`src/rtl/bip_control.sv`:
```
// BIP accumulator-processor control unit: fetch at PC, decode opcode, drive datapath/RAM strobes.
// Optional cycle counter output o_cycles enabled by defining BIP_CYCLE_COUNT_EN.
module bip_control #(
    parameter int unsigned NB_BITS   = 16,
    parameter int unsigned NB_OPCODE = 5,
    parameter int unsigned NB_ADDR   = 11
) (
    input  logic               i_clk,
    input  logic               i_rst,
    input  logic               i_start,
    input  logic [NB_BITS-1:0] i_instr,
    output logic [NB_ADDR-1:0] o_addr_prog,
    output logic [NB_ADDR-1:0] o_addr_data,
    output logic [NB_ADDR-1:0] o_data_ins,
    output logic [1:0]         o_sel_a,
    output logic               o_sel_b,
    output logic               o_op_code,
    output logic               o_wr_acc,
    output logic               o_wr_ram,
    output logic               o_rd_ram,
    output logic               o_halted,
    output logic               o_illegal
`ifdef BIP_CYCLE_COUNT_EN
    ,
    output logic [31:0]        o_cycles
`endif
);

    localparam logic [NB_OPCODE-1:0] OP_HLT  = NB_OPCODE'(0);
    localparam logic [NB_OPCODE-1:0] OP_STO  = NB_OPCODE'(1);
    localparam logic [NB_OPCODE-1:0] OP_LD   = NB_OPCODE'(2);
    localparam logic [NB_OPCODE-1:0] OP_LDI  = NB_OPCODE'(3);
    localparam logic [NB_OPCODE-1:0] OP_ADD  = NB_OPCODE'(4);
    localparam logic [NB_OPCODE-1:0] OP_ADDI = NB_OPCODE'(5);
    localparam logic [NB_OPCODE-1:0] OP_SUB  = NB_OPCODE'(6);
    localparam logic [NB_OPCODE-1:0] OP_SUBI = NB_OPCODE'(7);

    typedef enum logic [1:0] {
        ST_IDLE = 2'd0,
        ST_RUN  = 2'd1,
        ST_HALT = 2'd2
    } state_t;

    state_t               state_q;
    logic [NB_ADDR-1:0]   pc_q;
    logic                 halted_q;
    logic                 illegal_q;
    logic [NB_OPCODE-1:0] opcode;
    logic                 op_legal;

    assign opcode      = i_instr[NB_BITS-1 -: NB_OPCODE];
    assign op_legal    = (opcode <= OP_SUBI);
    assign o_addr_prog = pc_q;
    assign o_addr_data = i_instr[NB_ADDR-1:0];
    assign o_data_ins  = i_instr[NB_ADDR-1:0];
    assign o_halted    = halted_q;
    assign o_illegal   = illegal_q;

    // Sequencer: PC wraps naturally at 2^NB_ADDR; HLT freezes PC at its own address.
    always_ff @(posedge i_clk) begin
        if (i_rst) begin
            state_q   <= ST_IDLE;
            pc_q      <= '0;
            halted_q  <= 1'b0;
            illegal_q <= 1'b0;
        end else begin
            case (state_q)
                ST_IDLE: begin
                    if (i_start) state_q <= ST_RUN;
                end
                ST_RUN: begin
                    if (opcode == OP_HLT) begin
                        state_q  <= ST_HALT;
                        halted_q <= 1'b1;
                    end else begin
                        pc_q <= pc_q + NB_ADDR'(1);
                        if (!op_legal) illegal_q <= 1'b1;
                    end
                end
                ST_HALT: ;
                default: state_q <= ST_IDLE;
            endcase
        end
    end

    // Instruction decode; every control is held low outside RUN.
    always_comb begin
        o_sel_a   = 2'b00;
        o_sel_b   = 1'b0;
        o_op_code = 1'b0;
        o_wr_acc  = 1'b0;
        o_wr_ram  = 1'b0;
        o_rd_ram  = 1'b0;
        if (state_q == ST_RUN) begin
            case (opcode)
                OP_STO: o_wr_ram = 1'b1;
                OP_LD: begin
                    o_wr_acc = 1'b1;
                    o_rd_ram = 1'b1;
                end
                OP_LDI: begin
                    o_wr_acc = 1'b1;
                    o_sel_a  = 2'b01;
                end
                OP_ADD: begin
                    o_wr_acc  = 1'b1;
                    o_sel_a   = 2'b10;
                    o_op_code = 1'b1;
                    o_rd_ram  = 1'b1;
                end
                OP_ADDI: begin
                    o_wr_acc  = 1'b1;
                    o_sel_a   = 2'b10;
                    o_sel_b   = 1'b1;
                    o_op_code = 1'b1;
                end
                OP_SUB: begin
                    o_wr_acc = 1'b1;
                    o_sel_a  = 2'b10;
                    o_rd_ram = 1'b1;
                end
                OP_SUBI: begin
                    o_wr_acc = 1'b1;
                    o_sel_a  = 2'b10;
                    o_sel_b  = 1'b1;
                end
                default: ;
            endcase
        end
    end

`ifdef BIP_CYCLE_COUNT_EN
    logic [31:0] cycles_q;

    // Execution-time counter: counts RUN cycles including the HLT cycle, saturating.
    always_ff @(posedge i_clk) begin
        if (i_rst) begin
            cycles_q <= '0;
        end else if (state_q == ST_RUN && cycles_q != 32'hFFFF_FFFF) begin
            cycles_q <= cycles_q + 32'd1;
        end
    end

    assign o_cycles = cycles_q;
`endif

endmodule

```
`config.mk`:
```
export PLATFORM = sky130hd
export DESIGN_NAME = bip_control
export DESIGN_NICKNAME = d
export VERILOG_FILES = /design/src/rtl/bip_control.sv
export SDC_FILE = /design/constraint.sdc
export NUM_CORES = 1
export LEC_CHECK = 0
export ABC_AREA = 1
export CORE_UTILIZATION = 39
export DETAILED_ROUTE_END_ITERATION = 7
export PLACE_DENSITY = 0.84
export RECOVER_POWER = 25
export SYNTH_ARGS = -nofsm -noshare
export SYNTH_HDL_FRONTEND = slang
export SYNTH_SLANG_ARGS = --single-unit
```
`constraint.sdc`:
```
create_clock -name i_clk -period 3.9 [get_ports i_clk]
set_clock_uncertainty 0.15 [all_clocks]
set_input_delay 0.39 -clock i_clk [delete_from_list [all_inputs] [get_ports i_clk]]
set_output_delay 0.39 -clock i_clk [all_outputs]
set_load 0.05 [all_outputs]
```
==> results.sh <==
export IMPL_die_w_um=52.2
export IMPL_setup_tns_ps=0
export IMPL_cap_viol_max_count=0
export IMPL_clk_path_buf_depth=2
export IMPL_clock_sinks=15
export IMPL_drv_slew=0
export IMPL_cts_buffers=3
export IMPL_synth_seq_area_share_pct=30.5
export IMPL_synthTopCellsByCount="24 x nand2_1, 22 x buf_4, 19 x nor2_1, 15 x dfxtp_1, 14 x inv_1"
export IMPL_final_setup_viol_count=0
export IMPL_synth_top_area_share_pct=30.5
export IMPL_synth_net_count=161
export IMPL_drive_above_1_share_pct=11.5
export IMPL_dp_slack_ps=1130
export IMPL_finalWorstSetupSlack_ps=1100
export IMPL_synth_top_flop_cell="dfxtp_1"
export IMPL_htreeDepth=1
export IMPL_power_density_mw_per_mm2=275
export IMPL_worstPathRequired_ps=3360
export IMPL_path_max_fanout=7
export IMPL_num_fill_cells=235
export IMPL_wl_met2_um=1030
export IMPL_area_growth_pct=15.3
export IMPL_hpwl_um=1640
export IMPL_cp_end_kind="primary output"
export IMPL_tightest_slew_ps=537
export IMPL_max_slew_margin_rel_pct=64.1
export IMPL_first_pass_iters=4
export IMPL_final_period_utilization_pct=71.8
export IMPL_overflow=0
export IMPL_numPortBuffers=27
export IMPL_hp_class="register to register"
export IMPL_yosys_warnings=0
export IMPL_gp_routability_congestion=0.794
export IMPL_holdBufCountCts=0
export IMPL_synth_most_common_cell="nand2_1"
export IMPL_yosys_cell_types_count=22
export IMPL_arrival_ps=2260
export IMPL_gr_usage_all_layers_pct=16.6
export IMPL_synth_seq_cells=15
export IMPL_rows=17
export IMPL_crit_type="input port to primary output"
export IMPL_hold_viol_final=0
export IMPL_met3_wirelength_um=124
export IMPL_syn_area_per_cell_um2=6.97
export IMPL_outcome="completed"
export IMPL_path_clk_slew_ps=90
export IMPL_syn_inst=141
export IMPL_m1WireLength_um=937
export IMPL_grt_antenna_before_repair=0
export IMPL_yosys_area_top_type="dfxtp_1"
export IMPL_ys_async_sr_fraction_pct=0
export IMPL_cts_root_buf="clkbuf_4"
export IMPL_top_layer_used="met4"
export IMPL_layout_nets=169
export IMPL_p_total_w=0.000312
export IMPL_worst_setup_path_start_kind="input port"
export IMPL_via_per_inst=4.89
export IMPL_coreArea_mm2=0.00230
export IMPL_grt_max_degree=12
export IMPL_period_needed_ps=2800
export IMPL_ir_worst_vdd_uv=198
export IMPL_dieHeight_um=52.2
export IMPL_ctsResizeCount=0
export IMPL_p_leak_nw=0.421
export IMPL_die_area_mm2=0.00273
export IMPL_synth_area_top_cells="dfxtp_1 31%, buf_4 17%, nand2_1 9.2%"
export IMPL_dr_first_iter_drc_count=23
export IMPL_cts_tree="built"
export IMPL_fmax_ghz=0.357
export IMPL_grt_pass1_vias=800
export IMPL_post_cts_buffers=0
export IMPL_grt_pass1_wl_um=3350
export IMPL_n_antenna_cell=0
export IMPL_synth_edff_count=0
export IMPL_rsz0062_at_grt="no"
export IMPL_num_io_pins=61
export IMPL_clk_latency_ps=290
export IMPL_vias=861
export IMPL_ant_nets=0
export IMPL_drc=0
export IMPL_start_util_pct=42.8
export IMPL_netlist_area_um2=983
export IMPL_wire_per_inst_um=12.2
export IMPL_postRouteWirelength_um=2150
## power breakdown
group	internal (W)	total (W)	switching [W]
Clock	0.0000398	0.0000905	0.0000507
Combinational	0.0000206	0.0000610	0.0000404
Sequential	0.000157	0.000161	0.00000337
Total	0.000218	0.000312	0.0000945
## layer usage
| metal | global-route usage, % | vias to the layer above |
|---|---|---|
| li1 | - | 433 |
| met1 | 18.6 | 390 |
| met2 | 29.1 | 21 |
| met3 | 6.67 | 17 |
| met4 | 4.39 | 0 |
| met5 | 0 | - |
## state kept, by name, indices dropped and copies added, names as in the netlist
name and count:
state_q 2, o_halted 1, o_addr_prog 11, o_illegal 1
## area by class of cell
type | instances | area (µm²) | area share (%)
inverter | 15 | 56.3 | 4.97
tap | 28 | 35.0 | 3.09
clock buffer | 4 | 26.3 | 2.32
timing repair buffer | 27 | 270 | 23.8
sequential | 15 | 300 | 26.5
multi-input combinational | 87 | 445 | 39.3
## critical path, stage by stage
cell and delay (ps):
clkdlybuf4s50_1 460, nor2_4 170, nand2_1 160, nor3_1 210, clkdlybuf4s50_1 870
## per-stage QoR
stage | hold WS (ps) | util, % | area (µm²) | std cells
global route | 327 | 49.3 | 1130 | 176
CTS | 319 | 49.3 | 1130 | 176
floorplan | 340 | - | 983 | 141
finish | 312 | 49.3 | 1130 | 176
detailed placement | 306 | 48.2 | 1110 | 172
global placement | 296 | 48.2 | 1110 | 172
## layout by cell type (no fill, tap or decap), types with 2 or more instances in the layout
cell             instances
nand2_2                  2
clkbuf_4                 3
a21oi_1                 10
inv_1                   14
clkdlybuf4s50_1         27
nor2_1                  19
xor2_1                   2
nor2_2                   5
nor3_1                   4
nand2_1                 24
nand4_1                  2
nand3_2                  2
nand3_1                  6
o21ai_0                  4
dfxtp_1                 15
nor2_4                   3
## worst paths after layout
path	to	slack, ps	startpoint	cells after the start
hold / removal	o_halted	310	o_halted	2
setup reg to reg	o_addr_prog[6]	2400	o_addr_prog[1]	6
setup / recovery	o_sel_b	1100	i_instr[14]	5
hold reg to reg	o_halted	310	o_halted	2
## cells by family (layout without fill, tap and decap cells)
logic type	after synthesis	after routing	share of synthesized area, %
simple gates	68	68	33.3
buf+inv	39	46	24.2
compound gates	15	15	8.02
flops	15	15	30.5
xor+xnor	3	3	2.67
fa+ha+maj	1	1	1.27
No activity file was read; power rests on OpenSTA's default activity.
